$ cat src/rtl/row_group_ctrl.sv
// row_group_ctrl: clear / MPP-write / SRAM-sweep / MISO-drain sequencer for one input-router row group.
// Optional watchdog: define ROW_GROUP_CTRL_WDT_EN to enable the FETCH/DRAIN timeout and o_error.
module row_group_ctrl #(
  parameter int ROUTER_COUNT   = 4,
  parameter int ADDR_WIDTH     = 8,
  parameter int TIMEOUT_CYCLES = 1024
) (
  input  logic                    i_clk,
  input  logic                    i_rst,
  input  logic                    i_start,
  input  logic [ADDR_WIDTH-1:0]   i_tile_base,
  input  logic [ADDR_WIDTH-1:0]   i_tile_len,
  input  logic [ROUTER_COUNT-1:0] i_row_count,
  input  logic                    i_addr_empty,
  input  logic                    i_data_empty,
  output logic                    o_busy,
  output logic                    o_done,
  output logic                    o_error,
  output logic                    o_reg_clear,
  output logic                    o_ag_en,
  output logic                    o_ag_valid,
  output logic [ROUTER_COUNT-1:0] o_row_id,
  output logic                    o_ac_en,
  output logic                    o_miso_pop_en,
  output logic                    o_sram_re,
  output logic [ADDR_WIDTH-1:0]   o_sram_addr,
  output logic [ADDR_WIDTH-1:0]   o_rg_addr,
  output logic                    o_rg_data_valid
);

  if (ROUTER_COUNT < 2) begin : g_bad_router_count
    $error("row_group_ctrl: ROUTER_COUNT must be at least 2");
  end
  if (TIMEOUT_CYCLES < 2) begin : g_bad_timeout
    $error("row_group_ctrl: TIMEOUT_CYCLES must be at least 2");
  end

  typedef enum logic [2:0] {
    S_IDLE, S_CLEAR, S_GEN, S_FETCH, S_DRAIN, S_DONE
  } state_t;

  localparam logic [ROUTER_COUNT-1:0] LP_ROWS_MAX = ROUTER_COUNT'(ROUTER_COUNT);
  localparam logic [ROUTER_COUNT-1:0] LP_ROW_ONE  = ROUTER_COUNT'(1);
  localparam logic [ADDR_WIDTH-1:0]   LP_WORD_ONE = ADDR_WIDTH'(1);

  state_t                  r_state;
  state_t                  w_next;
  logic [ADDR_WIDTH-1:0]   r_base;
  logic [ADDR_WIDTH-1:0]   r_len;
  logic [ROUTER_COUNT-1:0] r_rows;
  logic [ROUTER_COUNT-1:0] r_row;
  logic [ADDR_WIDTH-1:0]   r_word;
  logic                    r_ag_valid;
  logic [ROUTER_COUNT-1:0] r_row_id;
  logic                    r_rg_valid;
  logic [ADDR_WIDTH-1:0]   r_rg_addr;
  logic [ROUTER_COUNT-1:0] w_rows_eff;
  logic                    w_row_last;
  logic                    w_word_align;
  logic                    w_start_acc;
  logic                    w_wdt_expire;

  // Out-of-range row counts mean "all routers".
  assign w_rows_eff   = (i_row_count == '0 || i_row_count > LP_ROWS_MAX) ? LP_ROWS_MAX : i_row_count;
  assign w_row_last   = (r_row == r_rows);
  assign w_word_align = (r_word == r_len);
  assign w_start_acc  = (r_state == S_IDLE) && i_start;

`ifdef ROW_GROUP_CTRL_WDT_EN
  localparam int LP_WDT_W = $clog2(TIMEOUT_CYCLES + 1);
  localparam logic [LP_WDT_W-1:0] LP_WDT_LAST = LP_WDT_W'(TIMEOUT_CYCLES - 1);
  localparam logic [LP_WDT_W-1:0] LP_WDT_ONE  = LP_WDT_W'(1);

  logic [LP_WDT_W-1:0] r_wdt;
  logic                r_error;

  assign w_wdt_expire = (r_state == S_FETCH || r_state == S_DRAIN) && (r_wdt == LP_WDT_LAST);
  assign o_error      = r_error;

  // Counter is zero in every other state, so it starts from 0 on entry to FETCH.
  always_ff @(posedge i_clk or posedge i_rst) begin
    if (i_rst) begin
      r_wdt   <= '0;
      r_error <= 1'b0;
    end else begin
      if (r_state == S_FETCH || r_state == S_DRAIN) r_wdt <= r_wdt + LP_WDT_ONE;
      else                                          r_wdt <= '0;
      if (w_start_acc)       r_error <= 1'b0;
      else if (w_wdt_expire) r_error <= 1'b1;
    end
  end
`else
  assign w_wdt_expire = 1'b0;
  assign o_error      = 1'b0;
`endif

  always_ff @(posedge i_clk or posedge i_rst) begin
    if (i_rst) r_state <= S_IDLE;
    else       r_state <= w_next;
  end

  always_comb begin
    w_next = r_state;
    unique case (r_state)
      S_IDLE:  if (i_start) w_next = S_CLEAR;
      S_CLEAR: w_next = S_GEN;
      S_GEN:   if (w_row_last) w_next = (r_len == '0) ? S_DRAIN : S_FETCH;
      S_FETCH: if (w_word_align && i_addr_empty) w_next = S_DRAIN;
      S_DRAIN: if (i_data_empty) w_next = S_DONE;
      S_DONE:  w_next = S_IDLE;
      default: w_next = S_IDLE;
    endcase
    if (w_wdt_expire) w_next = S_DONE;
  end

  always_comb begin
    o_busy        = (r_state != S_IDLE);
    o_reg_clear   = 1'b0;
    o_ag_en       = 1'b0;
    o_ac_en       = 1'b0;
    o_miso_pop_en = 1'b0;
    o_sram_re     = 1'b0;
    o_sram_addr   = '0;
    o_done        = 1'b0;
    unique case (r_state)
      S_CLEAR: o_reg_clear = 1'b1;
      S_GEN:   o_ag_en = !w_row_last;
      S_FETCH: begin
        o_ac_en   = 1'b1;
        o_sram_re = !w_word_align;
        if (!w_word_align) o_sram_addr = r_base + r_word;
      end
      S_DRAIN: o_miso_pop_en = 1'b1;
      S_DONE:  o_done = 1'b1;
      default: ;
    endcase
  end

  // Row/word counters plus the one-cycle alignment registers for the generator and comparator.
  always_ff @(posedge i_clk or posedge i_rst) begin
    if (i_rst) begin
      r_base     <= '0;
      r_len      <= '0;
      r_rows     <= '0;
      r_row      <= '0;
      r_word     <= '0;
      r_ag_valid <= 1'b0;
      r_row_id   <= '0;
      r_rg_valid <= 1'b0;
      r_rg_addr  <= '0;
    end else begin
      if (w_start_acc) begin
        r_base <= i_tile_base;
        r_len  <= i_tile_len;
        r_rows <= w_rows_eff;
      end
      if (r_state == S_GEN && !w_row_last) r_row <= r_row + LP_ROW_ONE;
      else                                 r_row <= '0;
      // The alignment cycle wraps the word counter so a re-sweep starts from base.
      if (r_state == S_FETCH && !w_word_align) r_word <= r_word + LP_WORD_ONE;
      else                                     r_word <= '0;
      r_ag_valid <= o_ag_en;
      r_row_id   <= o_ag_en ? r_row : '0;
      r_rg_valid <= o_sram_re;
      r_rg_addr  <= o_sram_addr;
    end
  end

  assign o_ag_valid      = r_ag_valid;
  assign o_row_id        = r_row_id;
  assign o_rg_data_valid = r_rg_valid;
  assign o_rg_addr       = r_rg_addr;

endmodule
$ cat config.mk
export PLATFORM = sky130hd
export DESIGN_NAME = row_group_ctrl
export DESIGN_NICKNAME = d
export VERILOG_FILES = /design/src/rtl/row_group_ctrl.sv
export SDC_FILE = /design/constraint.sdc
export NUM_CORES = 1
export LEC_CHECK = 0
export ABC_AREA = 1
export CORE_ASPECT_RATIO = 2
export CORE_MARGIN = 8
export CORE_UTILIZATION = 25
export CTS_CLUSTER_SIZE = 25
export DETAILED_ROUTE_END_ITERATION = 12
export PLACE_DENSITY_LB_ADDON = 0.25
export SYNTH_ARGS = -nofsm -noshare
export SYNTH_HDL_FRONTEND = slang
export SYNTH_SLANG_ARGS = --single-unit
export TNS_END_PERCENT = 30
$ cat constraint.sdc
create_clock -name i_clk -period 1.6 [get_ports i_clk]
set_input_delay 0.32 -clock i_clk [delete_from_list [all_inputs] [get_ports i_clk]]
set_output_delay 0.32 -clock i_clk [all_outputs]
set_load 0.005 [all_outputs]
---- Word level (Yosys, flattened, before mapping) ----
Cells that the tools add are included.
operators by class
  add/sub/neg operators ................... 3
  $lt $le $gt $ge ......................... 1
  equality and inequality tests ........... 11
  mux-type cells .......................... 18
  reductions and logical operators ........ 12
operators with widths
  cell                   number
  $mux W8                3
  $mux W3                5
  $pmux W3 S5            1
  $mux W4                3
  $add A8 B1 Y8 const B  1
  $add A8 B8 Y8          1
  $eq A8 B8 Y1           1
  $logic_not A8 Y1       1
  $ne A2 B2 Y1 const B   4
  $eq A3 B2 Y1 const B   2
  $eq A3 B3 Y1 const B   2
  $mux W1                6
  $add A4 B1 Y4 const B  1
  $eq A4 B4 Y1           1
  $gt A4 B3 Y1 const B   1
  $logic_and A1 B1 Y1    4
  $logic_not A4 Y1       1
  $reduce_and A4 Y1      1
  $eq A3 B1 Y1 const B   1
  $logic_not A3 Y1       1
  $reduce_bool A3 Y1     1
  $logic_not A1 Y1       2
  $logic_or A1 B1 Y1     1
word-level totals
  bits in registers ....................... 49
  input port bits ......................... 25

---- Longest topological paths before layout ----
  depth in word-level cells ............... 4
  mapped depth ............................ 10
  mapped depth without buffers ............ 10

---- Worst setup path after synthesis ----
OpenSTA, ideal clock, no wires.
  kind .................................... register -> output
  from .................................... register r_word[0]
  to ...................................... output o_sram_addr[6]
  arrival ................................. 1.459 ns
  setup slack ............................. -0.179 ns
  stages on the path, launching flop included .. 8
  cells stage by stage .................... dfrtp_1 -> ha_1 -> fa_1 -> nand4_1 -> o211ai_1 -> nand2_1 -> nand2_1 -> nor2_1
between the ends
  word-level cells in the longest chain between the ends .. 3
  elaborated cells between the ends (all ways) .. 4
ends and longest elaborated chain
  item                                           line     source
  from (decl)                                    52       logic [ADDR_WIDTH-1:0] r_word;
  from (signal assigned)                         160      if (r_state == S_FETCH && !w_word_align) r_word <= r_word + LP_WORD_ONE;
  $add A8 B8 Y8 or $eq A8 B8 Y1 (tied branches)  131, 66
  $mux W8 (*)                                    131      if (!w_word_align) o_sram_addr = r_base + r_word;
  $mux W8 (*)                                    125      unique case (r_state)
  to (decl)                                      26       output logic [ADDR_WIDTH-1:0] o_sram_addr,
Every way passes the cells marked *; elsewhere a longest branch is shown, timed or not.

---- Worst setup path after layout ----
  from .................................... register r_base[1]
  to ...................................... output o_sram_addr[4]
between the ends
  word-level cells in the longest chain between the ends .. 3
ends and longest elaborated chain
  item                    line  source
  from (decl)             48    logic [ADDR_WIDTH-1:0] r_base;
  from (signal assigned)  153   r_base <= i_tile_base;
  $add A8 B8 Y8           131
  $mux W8                 131
  $mux W8                 125
Every way passes these cells.

==> flow_summary.json <==
{
  "outcome": "finished with violations",
  "violations": "setup timing",
  "intPower_mw": 4.082,
  "synth.most_common_cell": "nand2_1",
  "worstSetupStartpoint": "r_base[1]",
  "start_util_pct": 25.64,
  "synth_flop_cell": "dfrtp_1",
  "crit_end": "o_sram_addr[4]",
  "register_area_um2": 1227,
  "switchingPower_mw": 2.344,
  "pwr-share-clk_pct": 19.6,
  "synth_cell_type_count": 30,
  "core_um2": 9763,
  "die_w_um": 86.76,
  "wl_um": 7721,
  "endpoint_kind": "output pin",
  "firstDrtPassIters": 4,
  "place.gp.congestion": 0.8317,
  "grt_max_degree": 18,
  "synth_top_cell_by_area": "dfrtp_1",
  "syn_avg_cell_area_um2": 8.236,
  "setup.worst_path.class": "flop to output pin",
  "globalRouteMet3Util_pct": 2.141,
  "skew_ps": 6.217,
  "critical_path_peak_fanout": 3,
  "peakVddDrop_v": 0.0007901,
  "drive_gt1_share_pct": 35.83,
  "fin_crit_ps": 2259,
  "cp-start-kind": "flop",
  "top_usage_layer": "met2",
  "seq_area_frac_synth_pct": 48.98,
  "grt_pass1_vias": 2639,
  "yosys-top-cells-area": "dfrtp_1 (49%), nand2_1 (15%), nor2_1 (5.4%)",
  "p_comb_share_pct": 51.2,
  "drv_cap": 0,
  "dp_hpwl_um": 5901,
  "area_delta_synth_final_pct": 67.72,
  "clock_tree.buffer_depth": 2,
  "clock_latency_ps": 290,
  "dieArea_um2": 13670,
  "pin_count": 55,
  "clk_pin_slew_ps": 70,
  "p_total_mw": 6.427,
  "yosysWarnings": 0,
  "via_per_inst": 4.237,
  "vias": 2428,
  "antenna_found_initial": 0,
  "power_switching_share_pct": 36.48,
  "hold_viol_final": 0,
  "arrival_ps": 1940,
  "timing.fmax_mhz": 442.7,
  "power_density_nw_per_um2": 1530,
  "syn_nets": 339,
  "synthesis.area_um2": 2504,
  "timing.rr.start": "r_word[2]",
  "cts_buffers": 5,
  "tns_ps": -5176,
  "reg2reg_depth": 10,
  "overflow": 0,
  "setup_ws_ps": -659.0,
  "netlist_instances": 304,
  "regToRegEndpoint": "r_word[3]",
  "clock_sinks": 49,
  "post_drt_wl_per_cell_um": 13.47,
  "met2_usage_pct": 24.14,
  "drv_slew": 0,
  "p_seq_share_pct": 29.1,
  "hold_class": "input port to async pin",
  "grt_setup_unrepaired": "true",
  "period_share_pct": 141.2,
  "antenna_left": 0,
  "ys_async_sr_fraction_pct": 100.0,
  "htree_levels": 2,
  "cts_hold_buf": 0,
  "die_y_um": 157.5,
  "synth_common_cells": "nand2_1 (101), dfrtp_1 (49), nor2_1 (36)",
  "setup_viol": 15,
  "grt_usage_pct": 12.01,
  "cts_tree": "done",
  "num_antenna_cells": 0,
  "synth_edf_count": 0,
  "reg2reg_slack_ps": 0,
  "first_iter_violations": 39,
  "synth_top_area_share_pct": 48.98,
  "p_leak_nw": 2.048,
  "fillers": 968,
  "ys_ff_latch": 49,
  "cp.required_ps": 1280,
  "fin_nets": 475,
  "root_buffer": "clkbuf_16",
  "port-buffer-count": 53,
  "drc_errors": 0,
  "grt_first_pass_wirelength_um": 12550,
  "multi_input_area_um2": 1290,
  "rows": 51,
  "met1_usage_pct": 10.60
}
## registers in the layout, indices dropped and copies added, names as in the netlist
name             count
o_rg_addr            8
r_base               8
r_len                8
r_word               8
o_row_id             4
r_row                4
r_rows               4
r_state              3
o_ag_valid           1
o_rg_data_valid      1
## per-stage QoR
stage	util [%]	setup WS [ps]	instances	instance area (um2)	hold WS, ps
finish	43.01	-659.0	573	4199	303.6
global route	43.01	-691.9	573	4199	314.4
CTS	42.21	-631.8	580	4121	310.6
detailed placement	37.50	-626.9	545	3661	487.4
global placement	37.50	-619.6	545	3661	476.5
floorplan	-	-73.92	304	2511	436.6
## critical path, stage by stage (launching register included)
cell and delay (ps):
dfrtp_2 450, buf_6 130, fa_2 400, buf_6 140
nand3_2 60, nand2_2 60, xnor2_1 140, nor2_1 130
buf_2 140
## worst min path at each step
stage / start / to / slack (ps) / cells after the start
after global placement: r_rows[3] / r_rows[3] / 480 / 2
final: i_rst / r_base[4] / 300 / 2
after CTS: i_rst / o_rg_addr[3] / 310 / 2
after detailed placement: r_base[0] / r_base[0] / 490 / 2
after global routing: i_rst / r_base[4] / 310 / 2
after floorplan: i_tile_base[2] / r_base[2] / 440 / 2
## metal layers
layer	routed length, um	vias to the layer above
li1	-	1212
met4	306	0
met2	4474	60
met3	255	21
met1	2685	1135
met5	0	-
## layout by cell type (no fill, tap or decap), types with 3 or more instances in the layout
cell type,n
a21oi_1,4
a21oi_2,6
buf_12,4
buf_2,8
buf_4,59
buf_6,18
clkbuf_16,5
clkbuf_2,3
clkdlybuf4s50_1,39
dfrtp_1,48
ha_1,4
ha_4,4
inv_1,29
inv_2,5
nand2_1,89
nand2_2,14
nand3_1,11
nand4_1,3
nor2_1,28
nor2_2,8
nor2_4,4
o21ai_0,9
xnor2_1,4
xnor2_2,4
xor2_1,3
## area by class of cell
type / count / share of cell area (%)
Inverter: 36 / 3.337
Sequential cell: 49 / 29.23
Tap cell: 132 / 3.933
Multi-Input combinational cell: 214 / 30.72
Clock inverter: 2 / 0.8939
Timing Repair Buffer: 134 / 28.58
Clock buffer: 6 / 3.308
## power groups by stage
| stage | Sequential [mW] | Clock (mW) | Combinational [mW] |
|---|---|---|---|
| detailed placement | 1.85 | 0 | 2.86 |
| global route | 1.91 | 1.34 | 3.67 |
| global placement | 1.84 | 0 | 2.81 |
| finish | 1.87 | 1.26 | 3.29 |
| floorplan | 1.83 | 0 | 1.38 |
| CTS | 1.84 | 1.30 | 3.35 |
## repair_timing
| item | 4_1_cts | 5_1_grt |
|---|---|---|
| buffers inserted | 27 | 9 |
| endpoints found under the setup margin | 15 | 31 |
| pin swaps | 11 | 25 |
| gates resized for setup | 61 | 48 |
## logic make-up after synthesis
logic type	Yosys count	synth area share, %
adders and majority gates	10	5.297
AOI/OAI and AO/OA	24	5.498
DFF	49	48.98
buffers and inverters	41	7.546
other	1	0.1498
and+or+nand+nor	167	28.34
xor gates and xnor gates	12	4.198
Note: power is estimated with default switching activity, not from simulation.
